===== src/rtl/sample_pos_sequencer_pkg.sv =====
// ---------------------------------------------------------------------------
// sample_pos_sequencer_pkg
// Shared definitions for the harmonic sample-position sequencer:
//   - sweep state encoding (IDLE, READ, WRITE, FINISH)
//   - default address/data widths
//   - NYQUIST constant (half of the position range for the default width)
//     and a helper that produces it for any data width
// ---------------------------------------------------------------------------
package sample_pos_sequencer_pkg;

    localparam int DEF_ADDR_WIDTH = 8;
    localparam int DEF_DATA_WIDTH = 16;
    localparam int NYQUIST        = 2 ** (DEF_DATA_WIDTH - 1);

    typedef enum logic [1:0] {
        ST_IDLE   = 2'd0,
        ST_READ   = 2'd1,
        ST_WRITE  = 2'd2,
        ST_FINISH = 2'd3
    } state_t;

    // Half-range threshold for a position of width dw.
    function automatic int unsigned nyquist_of(input int unsigned dw);
        return 32'd1 << (dw - 1);
    endfunction

endpackage


===== src/rtl/sample_pos_sequencer_if.sv =====
// ---------------------------------------------------------------------------
// sample_pos_sequencer_if
// Bundles the sweep request inputs, the phase-RAM port and the downstream
// position stream of the sequencer.
//   slave  : the sequencer (consumes the strobe, drives RAM and outputs)
//   master : the surrounding system (strobe source, RAM read data, sink)
// Optional: HARD_SYNC_EN adds the hard_sync request line.
// ---------------------------------------------------------------------------
interface sample_pos_sequencer_if
    import sample_pos_sequencer_pkg::*;
#(
    parameter int ADDR_WIDTH = DEF_ADDR_WIDTH,
    parameter int DATA_WIDTH = DEF_DATA_WIDTH
);
    logic                  sample_start;
    logic [DATA_WIDTH-1:0] freq_inc;
    logic [ADDR_WIDTH:0]   harm_count;
    logic [ADDR_WIDTH-1:0] ram_addr;
    logic [DATA_WIDTH-1:0] ram_din;
    logic                  ram_we;
    logic [DATA_WIDTH-1:0] ram_dout;
    logic [DATA_WIDTH-1:0] pos_out;
    logic                  pos_valid;
    logic [ADDR_WIDTH-1:0] harm_index;
    logic                  busy;
    logic                  done;
    logic                  overrun;
`ifdef HARD_SYNC_EN
    logic                  hard_sync;
`endif

    modport slave (
        input  sample_start, freq_inc, harm_count, ram_dout,
`ifdef HARD_SYNC_EN
        input  hard_sync,
`endif
        output ram_addr, ram_din, ram_we, pos_out, pos_valid, harm_index,
               busy, done, overrun
    );

    modport master (
        output sample_start, freq_inc, harm_count, ram_dout,
`ifdef HARD_SYNC_EN
        output hard_sync,
`endif
        input  ram_addr, ram_din, ram_we, pos_out, pos_valid, harm_index,
               busy, done, overrun
    );
endinterface


===== src/rtl/sample_pos_sequencer_harmonic_inc_gen.sv =====
// ---------------------------------------------------------------------------
// harmonic_inc_gen
// Produces the phase increment of the current harmonic, (n+1)*fundamental,
// by repeated accumulation, and flags when the next harmonic would reach
// the Nyquist threshold.
//   clk, reset_n     : clock, asynchronous active-low reset
//   i_load           : start of sweep, latch i_freq_inc (harmonic 0)
//   i_freq_inc       : fundamental increment
//   i_step           : advance to the next harmonic
//   o_inc            : increment of the current harmonic
//   o_nyquist_hit    : next harmonic's increment >= half range
// ---------------------------------------------------------------------------
module harmonic_inc_gen
    import sample_pos_sequencer_pkg::*;
#(
    parameter int DATA_WIDTH = DEF_DATA_WIDTH
) (
    input  logic                  clk,
    input  logic                  reset_n,
    input  logic                  i_load,
    input  logic [DATA_WIDTH-1:0] i_freq_inc,
    input  logic                  i_step,
    output logic [DATA_WIDTH-1:0] o_inc,
    output logic                  o_nyquist_hit
);
    localparam logic [DATA_WIDTH:0] NYQ = {2'b01, {(DATA_WIDTH-1){1'b0}}};

    // One extra bit so the first increment past Nyquist is still visible.
    // The accumulator is below NYQ whenever it steps, so it cannot overflow.
    logic [DATA_WIDTH:0]   r_inc_acc;
    logic [DATA_WIDTH-1:0] r_freq;
    logic [DATA_WIDTH:0]   w_inc_next;

    assign w_inc_next    = r_inc_acc + {1'b0, r_freq};
    assign o_inc         = r_inc_acc[DATA_WIDTH-1:0];
    assign o_nyquist_hit = (w_inc_next >= NYQ);

    always_ff @(posedge clk or negedge reset_n) begin
        if (!reset_n) begin
            r_inc_acc <= '0;
            r_freq    <= '0;
        end else if (i_load) begin
            r_inc_acc <= {1'b0, i_freq_inc};
            r_freq    <= i_freq_inc;
        end else if (i_step) begin
            r_inc_acc <= w_inc_next;
        end
    end
endmodule


===== src/rtl/sample_pos_sequencer.sv =====
// ---------------------------------------------------------------------------
// sample_pos_sequencer
// Once per audio sample, walks harmonics 0..N-1 of the phase RAM: reads the
// stored position, adds (n+1)*fundamental, writes it back and presents it to
// the downstream stage. Two cycles per harmonic; stops early at Nyquist.
// Ports:
//   clk, reset_n : clock, asynchronous active-low reset
//   bus (slave)  : sample_start/freq_inc/harm_count request, RAM port
//                  (ram_addr/ram_din/ram_we out, ram_dout in), pos_out/
//                  pos_valid/harm_index stream, busy/done/overrun status
// Optional: HARD_SYNC_EN adds bus.hard_sync; a pending hard sync makes the
// next accepted sweep treat every stored position as zero.
// ---------------------------------------------------------------------------
module sample_pos_sequencer
    import sample_pos_sequencer_pkg::*;
#(
    parameter int ADDR_WIDTH = DEF_ADDR_WIDTH,
    parameter int DATA_WIDTH = DEF_DATA_WIDTH
) (
    input  logic                  clk,
    input  logic                  reset_n,
    sample_pos_sequencer_if.slave bus
);
    localparam logic [ADDR_WIDTH:0]   LIM_ONE = {{ADDR_WIDTH{1'b0}}, 1'b1};
    localparam logic [ADDR_WIDTH-1:0] IDX_ONE = {{(ADDR_WIDTH-1){1'b0}}, 1'b1};

    state_t                r_state, w_state_next;
    logic [ADDR_WIDTH-1:0] r_idx;
    logic [ADDR_WIDTH:0]   r_limit;
    logic [DATA_WIDTH-1:0] r_sum;
    logic [DATA_WIDTH-1:0] r_pos_out;
    logic                  r_pos_valid;
    logic [ADDR_WIDTH-1:0] r_harm_index;
    logic                  r_busy, r_done, r_overrun;

    logic                  w_inc_load, w_inc_step, w_nyq, w_last, w_zero_base;
    logic [DATA_WIDTH-1:0] w_inc, w_base, w_sum;

    harmonic_inc_gen #(.DATA_WIDTH(DATA_WIDTH)) u_inc_gen (
        .clk           (clk),
        .reset_n       (reset_n),
        .i_load        (w_inc_load),
        .i_freq_inc    (bus.freq_inc),
        .i_step        (w_inc_step),
        .o_inc         (w_inc),
        .o_nyquist_hit (w_nyq)
    );

`ifdef HARD_SYNC_EN
    logic r_hs_pending, r_hs_sweep;

    // The sweep decides at acceptance whether it is a hard-synced one; the
    // pending request is consumed when that sweep finishes (unless a fresh
    // request arrives in that very cycle).
    always_ff @(posedge clk or negedge reset_n) begin
        if (!reset_n) begin
            r_hs_pending <= 1'b0;
            r_hs_sweep   <= 1'b0;
        end else begin
            if (r_state == ST_IDLE && bus.sample_start)
                r_hs_sweep <= r_hs_pending | bus.hard_sync;
            if (r_state == ST_FINISH && r_hs_sweep)
                r_hs_pending <= bus.hard_sync;
            else if (bus.hard_sync)
                r_hs_pending <= 1'b1;
        end
    end
    assign w_zero_base = r_hs_sweep;
`else
    assign w_zero_base = 1'b0;
`endif

    assign w_base = w_zero_base ? '0 : bus.ram_dout;
    assign w_sum  = w_base + w_inc;
    assign w_last = (({1'b0, r_idx} + LIM_ONE) == r_limit);

    // RAM port decodes directly from registered state so reset drops the
    // write enable immediately.
    assign bus.ram_addr   = r_idx;
    assign bus.ram_din    = r_sum;
    assign bus.ram_we     = (r_state == ST_WRITE);
    assign bus.pos_out    = r_pos_out;
    assign bus.pos_valid  = r_pos_valid;
    assign bus.harm_index = r_harm_index;
    assign bus.busy       = r_busy;
    assign bus.done       = r_done;
    assign bus.overrun    = r_overrun;

    always_comb begin
        w_state_next = r_state;
        w_inc_load   = 1'b0;
        w_inc_step   = 1'b0;
        case (r_state)
            ST_IDLE: begin
                if (bus.sample_start) begin
                    w_inc_load = 1'b1;
                    // Fundamental already at/above Nyquist: nothing to do.
                    if (bus.harm_count == '0 || bus.freq_inc[DATA_WIDTH-1])
                        w_state_next = ST_FINISH;
                    else
                        w_state_next = ST_READ;
                end
            end
            ST_READ:  w_state_next = ST_WRITE;
            ST_WRITE: begin
                w_inc_step   = 1'b1;
                w_state_next = (w_last || w_nyq) ? ST_FINISH : ST_READ;
            end
            ST_FINISH: w_state_next = ST_IDLE;
            default:   w_state_next = ST_IDLE;
        endcase
    end

    always_ff @(posedge clk or negedge reset_n) begin
        if (!reset_n) begin
            r_state      <= ST_IDLE;
            r_idx        <= '0;
            r_limit      <= '0;
            r_sum        <= '0;
            r_pos_out    <= '0;
            r_pos_valid  <= 1'b0;
            r_harm_index <= '0;
            r_busy       <= 1'b0;
            r_done       <= 1'b0;
            r_overrun    <= 1'b0;
        end else begin
            r_state     <= w_state_next;
            r_busy      <= (w_state_next != ST_IDLE);
            r_done      <= (w_state_next == ST_FINISH);
            // Output stream is loaded in READ so it is valid during WRITE.
            r_pos_valid <= (r_state == ST_READ);
            if (r_state == ST_READ) begin
                r_sum        <= w_sum;
                r_pos_out    <= w_sum;
                r_harm_index <= r_idx;
            end
            if (r_state == ST_IDLE && bus.sample_start) begin
                r_idx   <= '0;
                r_limit <= bus.harm_count;
            end else if (r_state == ST_WRITE) begin
                r_idx <= r_idx + IDX_ONE;
            end
            if (bus.sample_start && r_state != ST_IDLE)
                r_overrun <= 1'b1;
        end
    end
endmodule


===== src/flat_wrapper.sv =====
// flat-port wrapper written by rule: the top's interface ports become plain ports
module sample_pos_sequencer_flat import sample_pos_sequencer_pkg::*;
#(
    parameter int ADDR_WIDTH = DEF_ADDR_WIDTH,
    parameter int DATA_WIDTH = DEF_DATA_WIDTH
)
  (clk, reset_n, bus_sample_start, bus_freq_inc, bus_harm_count, bus_ram_dout, bus_ram_addr, bus_ram_din, bus_ram_we, bus_pos_out, bus_pos_valid, bus_harm_index, bus_busy, bus_done, bus_overrun);
  sample_pos_sequencer_if #(.ADDR_WIDTH(ADDR_WIDTH), .DATA_WIDTH(DATA_WIDTH)) bus_i ();
  input  logic clk;
  input  logic reset_n;
  input wire logic [$bits(bus_i.sample_start)-1:0] bus_sample_start;
  input wire logic [$bits(bus_i.freq_inc)-1:0] bus_freq_inc;
  input wire logic [$bits(bus_i.harm_count)-1:0] bus_harm_count;
  input wire logic [$bits(bus_i.ram_dout)-1:0] bus_ram_dout;
  output wire logic [$bits(bus_i.ram_addr)-1:0] bus_ram_addr;
  output wire logic [$bits(bus_i.ram_din)-1:0] bus_ram_din;
  output wire logic [$bits(bus_i.ram_we)-1:0] bus_ram_we;
  output wire logic [$bits(bus_i.pos_out)-1:0] bus_pos_out;
  output wire logic [$bits(bus_i.pos_valid)-1:0] bus_pos_valid;
  output wire logic [$bits(bus_i.harm_index)-1:0] bus_harm_index;
  output wire logic [$bits(bus_i.busy)-1:0] bus_busy;
  output wire logic [$bits(bus_i.done)-1:0] bus_done;
  output wire logic [$bits(bus_i.overrun)-1:0] bus_overrun;
  assign bus_i.sample_start = bus_sample_start;
  assign bus_i.freq_inc = bus_freq_inc;
  assign bus_i.harm_count = bus_harm_count;
  assign bus_i.ram_dout = bus_ram_dout;
  assign bus_ram_addr = bus_i.ram_addr;
  assign bus_ram_din = bus_i.ram_din;
  assign bus_ram_we = bus_i.ram_we;
  assign bus_pos_out = bus_i.pos_out;
  assign bus_pos_valid = bus_i.pos_valid;
  assign bus_harm_index = bus_i.harm_index;
  assign bus_busy = bus_i.busy;
  assign bus_done = bus_i.done;
  assign bus_overrun = bus_i.overrun;
  sample_pos_sequencer #(.ADDR_WIDTH(ADDR_WIDTH), .DATA_WIDTH(DATA_WIDTH)) u_core (.clk(clk), .reset_n(reset_n), .bus(bus_i));
endmodule

===== config.mk =====
export PLATFORM = sky130hd
export DESIGN_NAME = sample_pos_sequencer_flat
export DESIGN_NICKNAME = d
export VERILOG_FILES = /design/src/rtl/sample_pos_sequencer_pkg.sv /design/src/rtl/sample_pos_sequencer_if.sv /design/src/rtl/sample_pos_sequencer_harmonic_inc_gen.sv /design/src/rtl/sample_pos_sequencer.sv /design/src/flat_wrapper.sv
export SDC_FILE = /design/constraint.sdc
export NUM_CORES = 1
export LEC_CHECK = 0
export ABC_AREA = 1
export CORE_MARGIN = 1.5
export CORE_UTILIZATION = 58
export CTS_CLUSTER_SIZE = 28
export DETAILED_ROUTE_END_ITERATION = 10
export HOLD_SLACK_MARGIN = 0.1
export PLACE_DENSITY_LB_ADDON = 0.1
export SYNTH_ARGS = -nofsm -noshare
export SYNTH_HDL_FRONTEND = slang
export SYNTH_HIERARCHICAL = 1
export SYNTH_SLANG_ARGS = --single-unit
export TNS_END_PERCENT = 30

===== constraint.sdc =====
create_clock -name clk -period 5.8 [get_ports clk]
set_input_delay 1.16 -clock clk [delete_from_list [all_inputs] [get_ports clk]]
set_output_delay 1.16 -clock clk [all_outputs]
set_load 0.005 [all_outputs]

# --- After elaboration in Yosys (flattened, before gate mapping) ---
# Cells that the tools add are included.
# W data, S select, Z words.
word_totals:
  reg_bits: 80
  latch_bits: 0
  ram_bits: 0
  romBits: 0
  input_bits: 44
  wordCells: 42
  mem_count: 0
classes:
  n_addsub: 4
  n_mul: 0
  div_mod_pow: 0
  magnitude_cmp: 1
  eq_ne: 5
  shift: 0
  mux: 11
  bitwise_logic: 0
  reduce_logical: 10
op_table:
  columns: ["cell", "n"]
  rows:
  - ["$mux W17", 2]
  - ["$add A17 B16 Y17", 1]
  - ["$ge A17 B16 Y1 const B", 1]
  - ["$add A16 B16 Y16", 1]
  - ["$mux W8", 2]
  - ["$add A8 B1 Y9 const B", 1]
  - ["$eq A9 B9 Y1", 1]
  - ["$logic_not A9 Y1", 1]
  - ["$add A8 B1 Y8 const B", 1]
  - ["$pmux W2 S4", 1]
  - ["$reduce_bool A2 Y1", 4]
  - ["$eq A2 B2 Y1 const B", 3]
  - ["$mux W2", 3]
  - ["$mux W1", 3]
  - ["$eq A2 B1 Y1 const B", 1]
  - ["$logic_and A1 B1 Y1", 2]
  - ["$logic_not A2 Y1", 1]
  - ["$logic_or A1 B1 Y1", 2]

# --- Longest topological paths before layout ---
depth:
  ltp_word: 6
  ltp_mapped: 16
  mapped_depth_nobuf: 15

# --- Modules after synthesis ---
# Netlist, hierarchy kept.
by_module_without_submodules:
  columns: ["module", "n_inst", "cells_per_inst", "area_each_um2"]
  rows:
  - ["sample_pos_sequencer", 1, 382, 2890.3]
  - ["harmonic_inc_gen", 1, 347, 2433.6]

# --- Worst setup path before layout ---
# OpenSTA, ideal clock, no wires.
synth_path:
  path_type: "input -> register"
  startpoint: "input bus_ram_dout[0]"
  endpoint: "register u_core.r_pos_out[10], in the netlist u_core/bus.pos_out[10]"
  arrival_time_ns: 2.557
  slack_ns: 3.125
  cell_stages: 15
  cell_sequence: "ha_1 > inv_1 > fa_1 > inv_1 > nand3_1 > nand2_1 > inv_1 > o21ai_2 > nand3_1 > nand2_1 > nand2_1 > nand2_1 > nand2_1 > nand3_1 > nand2_1"
synth_between:
  elab_chain_len: 1
synth_lines:
  columns: ["element", "line_no", "rtl"]
  rows:
  - ["start, declared", "flat_wrapper.sv:14", "input wire logic [$bits(bus_i.ram_dout)-1:0] bus_ram_dout;"]
  - ["$add A16 B16 Y16", "sample_pos_sequencer.sv:74", "assign w_sum = w_base + w_inc;"]
  - ["end signal, assigned", "sample_pos_sequencer.sv:134", "r_pos_out <= w_sum;"]
  - ["end, declared", "sample_pos_sequencer.sv:31", "logic [DATA_WIDTH-1:0] r_pos_out;"]
# No other way between the ends.
# A chain may end at the register's enable or synchronous reset.

# --- Worst setup path after layout ---
layout_path:
  startpoint: "register u_core.r_state[0]"
  endpoint: "output bus_ram_we"
layout_between:
  elab_chain_len: 1
layout_lines:
  columns: ["element", "line_no", "rtl"]
  rows:
  - ["start, declared", "sample_pos_sequencer.sv:27", "state_t r_state, w_state_next;"]
  - ["start signal, assigned", "sample_pos_sequencer.sv:127", "r_state <= w_state_next;"]
  - ["$eq A2 B2 Y1", "sample_pos_sequencer.sv:81", "assign bus.ram_we = (r_state == ST_WRITE);"]
  - ["end, declared", "flat_wrapper.sv:17", "output wire logic [$bits(bus_i.ram_we)-1:0] bus_ram_we;"]
# No other way between the ends.

==> results.json <==
{
  "place_hpwl_mm": 9.89,
  "gp_congestion": 0.844,
  "numCtsBuffers": 9,
  "cts_num_sinks": 80,
  "cp_slowest_stage_delay_ns": 0.64,
  "p_total_mw": 1.07,
  "drive_above_1_share": 0.0652,
  "powerDensity_nw_per_um2": 169,
  "grt_pass1_vias": 4799,
  "h-tree-depth": 3,
  "fp-row-count": 34,
  "final_cell_mix": "nand2_1, clkdlybuf4s50_1, inv_1, dfrtp_1, nand3_1",
  "clockPowerShare": 0.364,
  "period_minus_slack_ns": 3.20,
  "vias": 4832,
  "hold_violations": 0,
  "synth_seq_cells": 80,
  "avgSynthCellArea_um2": 7.30,
  "grt_overflow": 0,
  "path_max_fanout": 9,
  "dr.first_iter.drc_count": 233,
  "postRouteWirelength_mm": 12.8,
  "die-area_um2": 9760,
  "synth_cell_type_count": 38,
  "swShare": 0.250,
  "syn_nets": 807,
  "crit_required_ns": 4.64,
  "violations": "design-rule violations",
  "placed_cell_area_um2": 6130,
  "worstPathCellList": "nor2_1 > clkdlybuf4s50_1",
  "core_area_um2": 8810,
  "drv_slew": 0,
  "synth_area_um2": 5320,
  "p_sw_mw": 0.267,
  "fmax_mhz": 313,
  "die-width_um": 98.8,
  "clock_skew_ns": 0.0174,
  "path_clk_slew_ns": 0.10,
  "cp-end-kind": "output pin",
  "leakage_nw": 3.31,
  "status": "finished with violations",
  "yosysWarnings": 6,
  "clock_latency_ns": 0.36,
  "final_cell_area_um2": 6310,
  "drc_errors": 10,
  "post_cts_resized": 0,
  "clockBufferDepth": 2,
  "path_class": "reg2out",
  "arrival_ns": 2.04,
  "vias_per_cell": 5.33,
  "yosysTopAreaCell": "dfrtp_1",
  "grt_antenna_before_repair": 0,
  "p_seq_frac": 0.535,
  "cts_tree": "done",
  "mostFrequentLayoutCell": "nand2_1",
  "initial_utilization": 0.605,
  "period_share": 0.552,
  "startpoint_type": "flop",
  "tightestPinTransition_ns": 1.12,
  "irDropWorstVdd_mv": 0.0929,
  "avgRoutedWirePerCell_um": 14.1,
  "grtUsageTotal": 0.278,
  "tns_ns": 0,
  "slew_headroom": 0.255,
  "fin_nets": 871,
  "ys_top_cells_by_area": "dfrtp_1, nand2_1, ha_1, inv_1, buf_4",
  "drtAntennaViolNets": 0,
  "postCtsHoldBufs": 0,
  "portBuffers": 96,
  "utilization": 0.717,
  "cpMaxStageDelayCell": "nor2_1",
  "ioPinCount": 97,
  "grt_pass1_wl_mm": 21.8,
  "yosysSeqAreaShare": 0.376,
  "diodes": 0,
  "hold_path.class": "reg2reg",
  "internal_power_mw": 0.801,
  "synthCells": 729,
  "cpLargestDelayFamily": "simple AND/OR/NAND/NOR gates",
  "synth_top_area_frac": 0.376,
  "drtPass1Iterations": 8,
  "clockRootBuffer": "clkbuf_8",
  "combPwrFrac": 0.101,
  "cp_num_buf_inv": 1,
  "synthToLayoutAreaGrowth_pct": 18.6,
  "die_height_um": 98.8,
  "rsz0062_at_grt": "false",
  "grt_max_degree": 81,
  "max_cap_violations": 0,
  "setup_viol": 0,
  "cts_setup_buffers": 0
}
synth_stat cells, drive strengths merged:
cell type  number
a211oi          3
a21boi          8
a21oi          26
a31oi           2
and2            1
buf            38
clkbuf          6
clkinv          1
dfrtp          80
fa              2
ha             32
inv            89
nand2         270
nand3          50
nand3b          8
nand4           3
nor2           38
nor3            6
nor4            2
o211ai          3
o21ai          39
o21bai          2
o22ai           4
or2             4
xnor2           9
xor2            3
through the flow:
stage	worst slack [ns]	hold slack [ns]	std cells
finish	2.60	0.481	906
global route	2.52	0.507	906
CTS	2.60	0.487	906
detailed placement	2.39	0.466	890
global placement	2.50	0.458	890
floorplan	3.12	0.446	729
cell families after synthesis:
kind of cell             share of synthesized area
AO/OA/AOI/OAI                               0.0935
XOR/XNOR                                    0.0197
adder cells (fa/ha/maj)                     0.0827
buffers and inverters                        0.119
flip-flops                                   0.376
AND/OR/NAND/NOR                              0.309
worst paths after layout:
check	to	slack, ns	from	cells after the start
max	bus_ram_we	2.60	u_core/r_state[0]	2
min	u_core/bus.overrun	0.48	u_core/bus.overrun	1
max reg2reg	u_core/bus.pos_out[2]	3.34	u_core/r_state[0]	6
min reg2reg	u_core/bus.overrun	0.48	u_core/bus.overrun	1
max in group asynchronous	u_core/u_inc_gen/r_freq[8]	4.19	reset_n	1
min in group asynchronous	u_core/bus.pos_out[3]	0.95	reset_n	1
final cells by class:
cell class	count	area (um^2)
tap	108	135
timing repair buffer	97	966
sequential	80	2000
clock buffer	10	138
multi-input combinational	515	2690
fill	715	2490
clock inverter	6	50.0
inverter	90	338
registers in the layout (all words and copies together) (netlist names):
register                    flops
u_core/bus.busy                 1
u_core/bus.done                 1
u_core/bus.harm_index           8
u_core/bus.overrun              1
u_core/bus.pos_out             16
u_core/bus.pos_valid            1
u_core/bus.ram_addr             8
u_core/r_limit                  9
u_core/r_state                  2
u_core/u_inc_gen/r_freq        16
u_core/u_inc_gen/r_inc_acc     17
metal layers:
layer  vias to the layer above  track usage  wire length (um)
met4                         0       0.0857                53
met1                      2288        0.361              5890
li1                       2421            -                 -
met3                         4       0.0362               616
met2                       119        0.487              6250
met5                         -            0                 0
power by group through the flow:
stage	sequential [mW]	combinational (mW)	clock (mW)
floorplan	0.583	0.0385	0
global placement	0.582	0.107	0
detailed placement	0.583	0.109	0
CTS	0.572	0.109	0.399
global route	0.574	0.119	0.424
finish	0.572	0.108	0.388
(Power assumes the default switching activity.)
==> RTL edit 1: new RTL, config.mk and constraints unchanged <==
The 4 states of `state_t` get a Gray code encoding in 2 bits.
--- a/src/rtl/sample_pos_sequencer_pkg.sv
+++ b/src/rtl/sample_pos_sequencer_pkg.sv
@@ -13,10 +13,10 @@
     localparam int NYQUIST        = 2 ** (DEF_DATA_WIDTH - 1);
 
     typedef enum logic [1:0] {
-        ST_IDLE   = 2'd0,
-        ST_READ   = 2'd1,
-        ST_WRITE  = 2'd2,
-        ST_FINISH = 2'd3
+        ST_IDLE   = 2'b00,
+        ST_READ   = 2'b01,
+        ST_WRITE  = 2'b11,
+        ST_FINISH = 2'b10
     } state_t;
 
     // Half-range threshold for a position of width dw.
Function: no difference found for any inputs over 10 cycles, from zero or initial values and one cycle with reset_n low; not proved beyond that.
==> RTL edit 1 against the unedited design <==
- clock skew is 0.0072 ns lower
- design area is 1.3% higher
- maximum frequency is 2.9% higher
- routed wire length is 2.4% higher
- worst setup slack better by 0.091 ns
- count of clock-buffer cells in the layout is 1 lower
- critical path type is now input pin to register
- highest routed layer unchanged
- sequential cell count stayed put
- area after synthesis is 0.85% higher
Power is left out: it rests on default switching activity, and per cell area and clock period it moved more than threefold.
==> RTL edit 1: results (changes against the unedited design) <==
setup_path:
  r2r_slack_ns: 3.25  # -0.09 ns
  slowest_delay_ns: 0.46  # -0.18 ns
  cp.arrival_ns: 3.34  # +1.30 ns
  crit_family: "simple AND/OR/NAND/NOR gates"
  crit_fanout: 3  # -6
  cp_slowest_cell: "clkdlybuf4s50_1"
global_route:
  grtUsageMet3_pct: 2.95  # -0.67 points
  grtUsageMet2_pct: 48.7  # about the same
  grt_pass1_wl_um: 22300  # +2.4%
  grt_use_total_pct: 28.1  # +0.22 points
  grt_pass1_vias: 4844  # +0.94%
  grt_overflow_total: 0  # unchanged
routing:
  vias: 4994  # +3.4%
  drt_iter0_markers: 217  # -6.9%
  wl_met1_um: 5590  # -5.1%
  wl_um: 13100  # +2.4%
  route.met2.wl_um: 6460  # +3.5%
  dr_wl_met3_um: 737  # +20%
clock_tree:
  clk_pin_slew_ns: 0.08  # -0.02 ns
logic_synthesis:
  yosysUniqueCellTypes: 39  # +2.6%
  synth-xor-area-share_pct: 1.96  # -0.017 points
  synth_common_cells: "nand2_1, inv_1, dfrtp_1, nand3_1, o21ai_0"
  synth_fa_ha_area_share_pct: 8.20  # -0.069 points
  synth-compound-area-share_pct: 9.44  # +0.085 points
  synth.yosys.seq_area_share_pct: 37.3  # -0.32 points
  synth_nets: 809  # +0.25%
  synthCells: 731  # +0.27%
  synth_area_leaders: "dfrtp_1, nand2_1, ha_1, inv_1, buf_4"
placed_design:
  place_inst: 893  # +0.34%
  place_ws_ns: 2.46  # +0.0769 ns
  post_dp_cell_area_um2: 6180  # +0.84%
  place.gp.congestion: 0.916  # +8.5%
  hpwl_um: 9890  # about the same
status:
  status: "finished, final reports clean"
cells_and_area:
  fill_cells: 684  # -4.3%
  final_nets: 874  # +0.34%
  drive_gt1_share_pct: 6.99  # +0.47 points
sta:
  fin_hold_ws_ns: 0.482  # +0.000983 ns
  skew_ns: 0.0101  # -0.00722 ns
## RTL edit 1: how the worst max path moves through the flow
stage / slack [ns] / to / startpoint
after CTS: 2.74 / u_core/bus.pos_out[10] / bus_ram_dout[0]
final: 2.69 / u_core/bus.pos_out[10] / bus_ram_dout[0]
after detailed placement: 2.46 / u_core/bus.pos_out[10] / bus_ram_dout[0]
after global placement: 2.55 / u_core/bus.pos_out[10] / bus_ram_dout[0]
after floorplan: 3.12 / u_core/bus.pos_out[10] / bus_ram_dout[0]
after global routing: 2.55 / u_core/bus.pos_out[10] / bus_ram_dout[0]
## RTL edit 1: area by class of cell
class,count,area [µm²],area share [%]
multi-input combinational,517,2730,42.7
sequential,80,2000,31.3
timing repair buffer,97,966,15.1
inverter,91,342,5.34
tap,108,135,2.11
clock buffer,9,124,1.94
clock inverter,7,96.3,1.51
==> RTL edit 2: new RTL, config.mk and constraints unchanged <==
Made on the original files. Change the package constant `DEF_ADDR_WIDTH` from 8 to 6.
--- a/src/rtl/sample_pos_sequencer_pkg.sv
+++ b/src/rtl/sample_pos_sequencer_pkg.sv
@@ -8,7 +8,7 @@
 // ---------------------------------------------------------------------------
 package sample_pos_sequencer_pkg;
 
-    localparam int DEF_ADDR_WIDTH = 8;
+    localparam int DEF_ADDR_WIDTH = 6;
     localparam int DEF_DATA_WIDTH = 16;
     localparam int NYQUIST        = 2 ** (DEF_DATA_WIDTH - 1);
 
Ports: changed (resized bus_harm_count, bus_harm_index and bus_ram_addr); port bits go from 97 to 91. The function was not compared with the original's and may differ.
==> RTL edit 2 against the unedited design <==
- non-clock buffer count down 6
- routed wire length fell by 5.7%
- design area down 5.1%
- highest routed layer unchanged
- worst setup slack lost 0.13 ns
- total power decreased by 1.3%
- sequential cell count shrank 6
- area after synthesis down 5.3%
- critical path depth increased by 6
- critical path type is now input pin to register
==> RTL edit 2: results (changes against the unedited design) <==
routing:
  drt_iter0_markers: 206  # -12%
  via_per_inst: 5.34  # +0.16%
  vias: 4562  # -5.6%
  wl_um: 12100  # -5.7%
  first_pass_iters: 4  # -4
setup_path:
  r2r_start: "u_core/r_state[1]"
  crit_fanout: 21  # +12
  cp.arrival_ns: 3.62  # +1.58 ns
  worst-r2r-cell-count: 8  # +2
  worstReg2RegEnd: "u_core/u_inc_gen/r_inc_acc[6]"
  r2r_slack_ns: 3.24  # -0.10 ns
pwr:
  vdd_drop_max_mv: 0.120  # +29%
  p_sw_share_pct: 25.3  # +0.30 points
  pwr-share-seq_pct: 50.2  # -3.3 points
  p_leak_nw: 3.18  # -4.1%
global_route:
  grt_pass1_wl_um: 20000  # -8.0%
  grt_overflow_total: 0  # unchanged
  grt_pass1_vias: 4394  # -8.4%
  grt_use_total_pct: 28.1  # +0.30 points
logic_synthesis:
  yosysUniqueCellTypes: 40  # +5.3%
  avgSynthCellArea_um2: 7.37  # +0.94%
  synth_nets: 760  # -5.8%
  synth.yosys.seq_area_share_pct: 36.7  # -0.88 points
  synth_common_cells: "nand2_1, inv_1, dfrtp_1, nand3_1, buf_4"
  synth_area_leaders: "dfrtp_1, nand2_1, ha_1, inv_1, buf_4"
min_path:
  whs_path_depth: 2  # +1
  hp-start: "u_core/u_inc_gen/r_freq[13]"
placed_design:
  place.gp.congestion: 0.872  # +3.2%
  port_buffers: 90  # -6.3%
  place_inst: 838  # -5.8%
  hpwl_um: 9150  # -7.5%
  place_ws_ns: 2.17  # -0.220 ns
  post_dp_cell_area_um2: 5790  # -5.5%
sta:
  skew_ns: 0.0112  # -0.00613 ns
  worst_slew_pin_slew_ns: 0.791  # -0.325 ns
cells_and_area:
  final_nets: 820  # -5.9%
  drive_gt1_share_pct: 8.01  # +1.5 points
status:
  status: "finished, final reports clean"
clock_tree:
  root_buffer: "clkbuf_8"
==> RTL edit 2: changes by cell type after synthesis, sizes merged, moves of 3 or more <==
cell / change
a211oi: -3
dfrtp: -6
nand3: -5
nor2: -4
o21ai: -10
nand2: -20
==> RTL edit 2: cell type report <==
cell class	count	area [µm²]
Clock buffer	9	124
Clock inverter	7	76.3
Fill cell	652	2310
Inverter	89	334
Multi-Input combinational cell	479	2570
Sequential cell	74	1850
Tap cell	105	131
Timing Repair Buffer	91	903
==> RTL edit 2: cell families after synthesis <==
group           synth area share (%)
fa+ha+maj                       8.73
compound gates                  9.55
buf+inv                         12.3
xor+xnor                        2.01
flops                           36.7
simple gates                    30.7
==> RTL edit 2: worst max path at each step <==
stage                     start                            end  slack, ns  depth (start not counted)
3_5_place_dp   bus_sample_start  u_core/u_inc_gen/r_inc_acc[6]       2.17                          8
3_3_place_gp   bus_sample_start  u_core/u_inc_gen/r_inc_acc[8]       2.32                          8
5_1_grt        bus_sample_start  u_core/u_inc_gen/r_inc_acc[6]       2.25                          8
4_1_cts        bus_sample_start  u_core/u_inc_gen/r_inc_acc[6]       2.50                          8
2_1_floorplan   bus_ram_dout[0]         u_core/bus.pos_out[10]       3.26                         13
6_report       bus_sample_start  u_core/u_inc_gen/r_inc_acc[6]       2.47                          8
==> RTL edit 2: worst max-delay path, cell delays in order <==
cell,delay [ns]
clkdlybuf4s50_1,0.42
nand2_1,0.31
inv_1,0.43
nor2_2,0.66
inv_1,0.20
a21oi_1,0.17
o21ai_0,0.14
nand3_1,0.09
==> RTL edit 2: metal layers <==
layer  routed length, µm  track usage [%]  up-vias
li1                    -                -     2260
met1                5480             37.1     2120
met2                5630             46.7      155
met3                 742             4.98       27
met4                 223             9.19        0
met5                   0                0        -
